--- config.mk ---
export PLATFORM = sky130hd
export DESIGN_NAME = banco_registradores_flat
export DESIGN_NICKNAME = d
export VERILOG_FILES = /design/src/rtl/banco_registradores_pkg.sv /design/src/rtl/banco_registradores_if.sv /design/src/rtl/banco_registradores_leitura_bypass.sv /design/src/rtl/banco_registradores.sv /design/src/flat_wrapper.sv
export SDC_FILE = /design/constraint.sdc
export NUM_CORES = 2
export LEC_CHECK = 0
export CAP_MARGIN = 20
export CORE_MARGIN = 2
export CORE_UTILIZATION = 58
export DETAILED_ROUTE_END_ITERATION = 7
export DONT_BUFFER_PORTS = 1
export PLACE_DENSITY = 0.71
export SLEW_MARGIN = 25
export SYNTH_ARGS = -nofsm -noshare
export SYNTH_HDL_FRONTEND = slang
export SYNTH_HIERARCHICAL = 1
export SYNTH_SLANG_ARGS = --single-unit
--- constraint.sdc ---
create_clock -name clock -period 2.05 [get_ports clock]
set_clock_uncertainty 0.2 [all_clocks]
set_input_delay 0 -clock clock [delete_from_list [all_inputs] [get_ports clock]]
set_output_delay 0 -clock clock [all_outputs]
set_load 0.02 [all_outputs]
--- src/rtl/banco_registradores_pkg.sv ---
// Shared defaults and architectural register indices for the MIPS-style register bank.
// Imported by the interface, the read-select sub-module and the top.
package banco_registradores_pkg;

    localparam int DATA_W_DEF = 32;
    localparam int ADDR_W_DEF = 5;

    localparam logic [ADDR_W_DEF-1:0] REG_ZERO = 5'd0;
    localparam logic [ADDR_W_DEF-1:0] REG_SP   = 5'd29;
    localparam logic [ADDR_W_DEF-1:0] REG_RA   = 5'd31;

    typedef logic [ADDR_W_DEF-1:0] reg_idx_t;
    typedef logic [DATA_W_DEF-1:0] reg_data_t;

endpackage

--- src/rtl/banco_registradores_if.sv ---
// Register bank bus: one write port and two combinational read ports.
// The datapath drives the master side; the register bank is the slave.
interface banco_registradores_if
    import banco_registradores_pkg::*;
#(
    parameter int DATA_W = DATA_W_DEF,
    parameter int ADDR_W = ADDR_W_DEF
) ();

    logic              RegWrite;
    logic [ADDR_W-1:0] RegEscrita;
    logic [DATA_W-1:0] DadoEscrita;
    logic [ADDR_W-1:0] RegLeitura1;
    logic [ADDR_W-1:0] RegLeitura2;
    logic [DATA_W-1:0] DadoLido1;
    logic [DATA_W-1:0] DadoLido2;

    modport master (
        output RegWrite, RegEscrita, DadoEscrita, RegLeitura1, RegLeitura2,
        input  DadoLido1, DadoLido2
    );

    modport slave (
        input  RegWrite, RegEscrita, DadoEscrita, RegLeitura1, RegLeitura2,
        output DadoLido1, DadoLido2
    );

endinterface

--- src/rtl/banco_registradores_leitura_bypass.sv ---
// Per-port read select: forces index 0 to zero and, with BYPASS_ESCRITA_EN defined,
// forwards same-cycle write data to a matching read index.
module leitura_bypass
    import banco_registradores_pkg::*;
#(
    parameter int DATA_W = DATA_W_DEF,
    parameter int ADDR_W = ADDR_W_DEF
) (
    input  logic              reset_n,
    input  logic [ADDR_W-1:0] rd_idx,
    input  logic [DATA_W-1:0] rd_stored,
    input  logic              wr_en,
    input  logic [ADDR_W-1:0] wr_idx,
    input  logic [DATA_W-1:0] wr_data,
    output logic [DATA_W-1:0] rd_data
);

    logic rd_is_zero;
    assign rd_is_zero = (rd_idx == ADDR_W'(REG_ZERO));

`ifdef BYPASS_ESCRITA_EN
    logic fwd_hit;
    // Forwarding never targets r0 and is held off while the bank is in reset.
    assign fwd_hit = reset_n && wr_en && (wr_idx != ADDR_W'(REG_ZERO)) && (wr_idx == rd_idx);

    always_comb begin
        rd_data = rd_stored;
        if (rd_is_zero) begin
            rd_data = '0;
        end else if (fwd_hit) begin
            rd_data = wr_data;
        end
    end
`else
    logic unused_bypass;
    assign unused_bypass = &{1'b0, reset_n, wr_en, wr_idx, wr_data};

    always_comb begin
        rd_data = rd_stored;
        if (rd_is_zero) begin
            rd_data = '0;
        end
    end
`endif

endmodule

--- src/rtl/banco_registradores.sv ---
// MIPS-style register bank: NUM_REGS x DATA_W, one write port, two combinational reads.
// Optional same-cycle write forwarding is enabled by defining BYPASS_ESCRITA_EN.
module banco_registradores
    import banco_registradores_pkg::*;
#(
    parameter int DATA_W   = DATA_W_DEF,
    parameter int NUM_REGS = 32,
    parameter int ADDR_W   = ADDR_W_DEF
) (
    input  logic                  clock,
    input  logic                  reset_n,
    banco_registradores_if.slave  bus
);

    logic [DATA_W-1:0] regs_q [NUM_REGS];
    logic [DATA_W-1:0] regs_d [NUM_REGS];
    logic              wr_valid;

    assign wr_valid = bus.RegWrite && (bus.RegEscrita != ADDR_W'(REG_ZERO));

    always_comb begin
        regs_d = regs_q;
        if (wr_valid) begin
            regs_d[bus.RegEscrita] = bus.DadoEscrita;
        end
    end

    always_ff @(posedge clock or negedge reset_n) begin
        if (!reset_n) begin
            for (int i = 0; i < NUM_REGS; i++) begin
                regs_q[i] <= '0;
            end
        end else begin
            regs_q <= regs_d;
        end
    end

    leitura_bypass #(.DATA_W(DATA_W), .ADDR_W(ADDR_W)) u_leitura1 (
        .reset_n   (reset_n),
        .rd_idx    (bus.RegLeitura1),
        .rd_stored (regs_q[bus.RegLeitura1]),
        .wr_en     (bus.RegWrite),
        .wr_idx    (bus.RegEscrita),
        .wr_data   (bus.DadoEscrita),
        .rd_data   (bus.DadoLido1)
    );

    leitura_bypass #(.DATA_W(DATA_W), .ADDR_W(ADDR_W)) u_leitura2 (
        .reset_n   (reset_n),
        .rd_idx    (bus.RegLeitura2),
        .rd_stored (regs_q[bus.RegLeitura2]),
        .wr_en     (bus.RegWrite),
        .wr_idx    (bus.RegEscrita),
        .wr_data   (bus.DadoEscrita),
        .rd_data   (bus.DadoLido2)
    );

endmodule

--- src/flat_wrapper.sv ---
// flat-port wrapper written by rule: the top's interface ports become plain ports
module banco_registradores_flat import banco_registradores_pkg::*;
#(
    parameter int DATA_W   = DATA_W_DEF,
    parameter int NUM_REGS = 32,
    parameter int ADDR_W   = ADDR_W_DEF
)
  (clock, reset_n, bus_RegWrite, bus_RegEscrita, bus_DadoEscrita, bus_RegLeitura1, bus_RegLeitura2, bus_DadoLido1, bus_DadoLido2);
  banco_registradores_if #(.DATA_W(DATA_W), .ADDR_W(ADDR_W)) bus_i ();
  input  logic clock;
  input  logic reset_n;
  input wire logic [$bits(bus_i.RegWrite)-1:0] bus_RegWrite;
  input wire logic [$bits(bus_i.RegEscrita)-1:0] bus_RegEscrita;
  input wire logic [$bits(bus_i.DadoEscrita)-1:0] bus_DadoEscrita;
  input wire logic [$bits(bus_i.RegLeitura1)-1:0] bus_RegLeitura1;
  input wire logic [$bits(bus_i.RegLeitura2)-1:0] bus_RegLeitura2;
  output wire logic [$bits(bus_i.DadoLido1)-1:0] bus_DadoLido1;
  output wire logic [$bits(bus_i.DadoLido2)-1:0] bus_DadoLido2;
  assign bus_i.RegWrite = bus_RegWrite;
  assign bus_i.RegEscrita = bus_RegEscrita;
  assign bus_i.DadoEscrita = bus_DadoEscrita;
  assign bus_i.RegLeitura1 = bus_RegLeitura1;
  assign bus_i.RegLeitura2 = bus_RegLeitura2;
  assign bus_DadoLido1 = bus_i.DadoLido1;
  assign bus_DadoLido2 = bus_i.DadoLido2;
  banco_registradores #(.DATA_W(DATA_W), .NUM_REGS(NUM_REGS), .ADDR_W(ADDR_W)) u_core (.clock(clock), .reset_n(reset_n), .bus(bus_i));
endmodule
==> flow_metrics.env <==
export IMPL_violations="hold timing, slew limit, setup timing"
export IMPL_ys_ff_latch=1024
export IMPL_grt_overflow=0
export IMPL_layout_area_overhead_vs_synth_pct=13.5
export IMPL_grt_max_degree=1025
export IMPL_netlist_top_cells_area="dfrtp_1 (45%), mux2_2 (19%), mux2i_1 (18%)"
export IMPL_reg2reg_to="u_core/regs_q[15]$_DFFE_PN0P_"
export IMPL_ys_types=33
export IMPL_clk_pin_slew_ps=60
export IMPL_gp_congestion=0.836
export IMPL_antenna_left=0
export IMPL_cts_buffers=110
export IMPL_critPathMaxStageDelay_ps=890
export IMPL_yosysTopAreaCellShare=0.453
export IMPL_cp_top_family="multiplexers"
export IMPL_crit_chain="mux2i_1, a22oi_1, a31oi_2, nand3_2, a21boi_4, buf_6"
export IMPL_cp_slowest_cell="mux2i_1"
export IMPL_worstPathRequired_ps=1850
export IMPL_tns_ps=-62250
export IMPL_clockBufferDepth=3
export IMPL_drc_errors=0
export IMPL_final_cell_mix="dfrtp_1 (1024), mux2i_1 (1023), mux2_2 (953), nand2_1 (193), a21oi_1 (192)"
export IMPL_synth_nets=4731
export IMPL_coreArea_um2=96700
export IMPL_drt_first_pass_iters=6
export IMPL_nFillCells=7195
export IMPL_min_period_ps=3560
export IMPL_port_buffers=0
export IMPL_r2r_start="u_core/regs_q[15]$_DFFE_PN0P_"
export IMPL_synth_ff_type="dfrtp_1"
export IMPL_viasPerCell=6.76
export IMPL_synthArstFlopShare=1.00
export IMPL_crit_type="input pin to output port"
export IMPL_finalSetupViolations=64
export IMPL_ios=114
export IMPL_regMostFlops="u_core/regs_q"
export IMPL_synth_seq_area_share=0.453
export IMPL_die_y_um=316
export IMPL_layout_commonest_cell="dfrtp_1"
export IMPL_reg2regPathDepth=2
export IMPL_synth_top_area_cell="dfrtp_1"
export IMPL_grt_total_usage=0.348
export IMPL_syn_area_per_cell_um2=12.1
export IMPL_rrSetupSlack_ps=460
export IMPL_peakVddDrop_uv=807
export IMPL_synth_edf_count=0
export IMPL_fin_hold_ws_ps=-1200
export IMPL_clk_latency_ps=690
export IMPL_cts_tree="done"
export IMPL_routedWlPerCell_um=29.5
export IMPL_std_cell_rows=114
export IMPL_cts_sinks=1024
export IMPL_worst_setup_path_start_kind="input pin"
export IMPL_largest_reg_flops=1024
export IMPL_drive_gt1_frac=0.347
export IMPL_worst_slack_ps=-1510
export IMPL_cts_root_buf="clkbuf_16"
export IMPL_largest_registers="u_core/regs_q: 1024 flops"
export IMPL_path_max_fanout=513
export IMPL_die_width_um=316
export IMPL_cellPowerDensity_nw_per_um2=923
export IMPL_grt_pass1_wl_um=261000
export IMPL_dieArea_um2=100000
export IMPL_maxCapViolations=0
export IMPL_hp_class="input pin to async pin"
export IMPL_antenna_found_initial=12
export IMPL_period_share=1.74
export IMPL_initial_core_util=0.585
export IMPL_h_tree_depth=3
export IMPL_end_kind="output port"
export IMPL_fmaxAchievable_mhz=281
export IMPL_via_count=40500
export IMPL_cp_arrival_ps=3360
export IMPL_netlist_area_um2=56600
export IMPL_grt_pass1_vias=40400
export IMPL_synthCells=4681
export IMPL_hold_viol_final=684
export IMPL_slew_viol_final=478
export IMPL_layout_nets=4678
export IMPL_timing_slew_headroom=-1.09
export IMPL_p_leak_nw=30.2
export IMPL_rsz0062_at_grt="true"
export IMPL_yosys_warnings=6
export IMPL_routed_wl_um=177000
export IMPL_status="finished with violations"
export IMPL_worstMarginPinSlew_ps=3140
export IMPL_hpwl_um=95100
export IMPL_crit_buf_inv=1
export IMPL_drt_iter0_markers=4333
## stage by stage
step / worst slack (ps) / util / std cells / power (mW) / cell area, um^2
finish: -1510 / 0.664 / 5998 / 59.3 / 64200
global route: -585 / 0.664 / 5996 / 61.6 / 64200
detailed placement: -139 / 0.602 / 5681 / 37.7 / 58200
floorplan: 266 / - / 4681 / 35.2 / 56600
global placement: -121 / 0.602 / 5681 / 37.1 / 58200
CTS: -556 / 0.653 / 5946 / 58.4 / 63200
## power by group
part | internal, mW | switching [mW]
logic | 6.75 | 5.54
clock network | 11.8 | 8.27
registers | 24.1 | 2.90
total | 42.6 | 16.7
## cells by family after synthesis
| kind of cell | count (synthesis) | synth area share |
|---|---|---|
| AO/OA/AOI/OAI | 640 | 0.0782 |
| buffers and inverters | 487 | 0.0462 |
| flip-flops | 1024 | 0.453 |
| multiplexers | 2016 | 0.379 |
| AND/OR/NAND/NOR | 514 | 0.0442 |
## synth_stat cells (2+ instances only)
cell type	n
and2_1	2
mux2i_1	1024
buf_4	64
buf_1	32
nor3_1	65
clkbuf_1	224
nor2_4	16
a21oi_1	192
nand3b_1	4
a21boi_1	54
nand2_1	210
nor3b_2	3
a22o_1	128
nor4_4	2
nand3_1	194
a31oi_1	64
buf_6	54
a21boi_2	6
inv_1	2
a22oi_1	192
mux2_1	39
nand2b_1	4
mux2_2	953
buf_2	111
or2_2	3
a21boi_0	4
nor2b_1	4
dfrtp_1	1024
nor2_1	3
## final cells by class
class                      instances  area (um^2)  share of cell area
antenna                            5         12.5            0.000195
clock buffer                     177         3370              0.0524
clock inverter                    24          250             0.00389
inverter                           2         7.51            0.000117
multi-input combinational       3170        29600               0.461
sequential                      1024        25600               0.399
tap                             1276         1600              0.0248
timing repair buffer             320         3750              0.0584
## layer usage
layer / global-route usage / share of wire
met4: 0.145 / 0.046
met3: 0.0782 / 0.083
met1: 0.477 / 0.42
met5: 0 / 0.00045
met2: 0.534 / 0.45
## timing repair
item / in CTS / in global routing
pin swaps: 89 / 126
setup endpoints to repair: 64 / 69
setup buffers: 17 / 16
hold buffers: 48 / 25
gates resized for setup: 142 / 141
cloned: 0 / 1
endpoints found under the hold margin: 2016 / 1316
## worst max path at each step
stage / startpoint / end / slack [ps] / cells past startpoint
floorplan: bus_RegLeitura1[1] / bus_DadoLido1[31] / 270 / 9
global placement: bus_RegLeitura2[2] / bus_DadoLido2[12] / -120 / 7
detailed placement: bus_RegLeitura2[2] / bus_DadoLido2[12] / -140 / 7
CTS: u_core/regs_q[834]$_DFFE_PN0P_ / bus_DadoLido2[2] / -560 / 8
global route: u_core/regs_q[839]$_DFFE_PN0P_ / bus_DadoLido2[7] / -590 / 8
finish: bus_RegLeitura2[1] / bus_DadoLido2[22] / -1510 / 6
No activity file was read; power rests on OpenSTA's default activity.
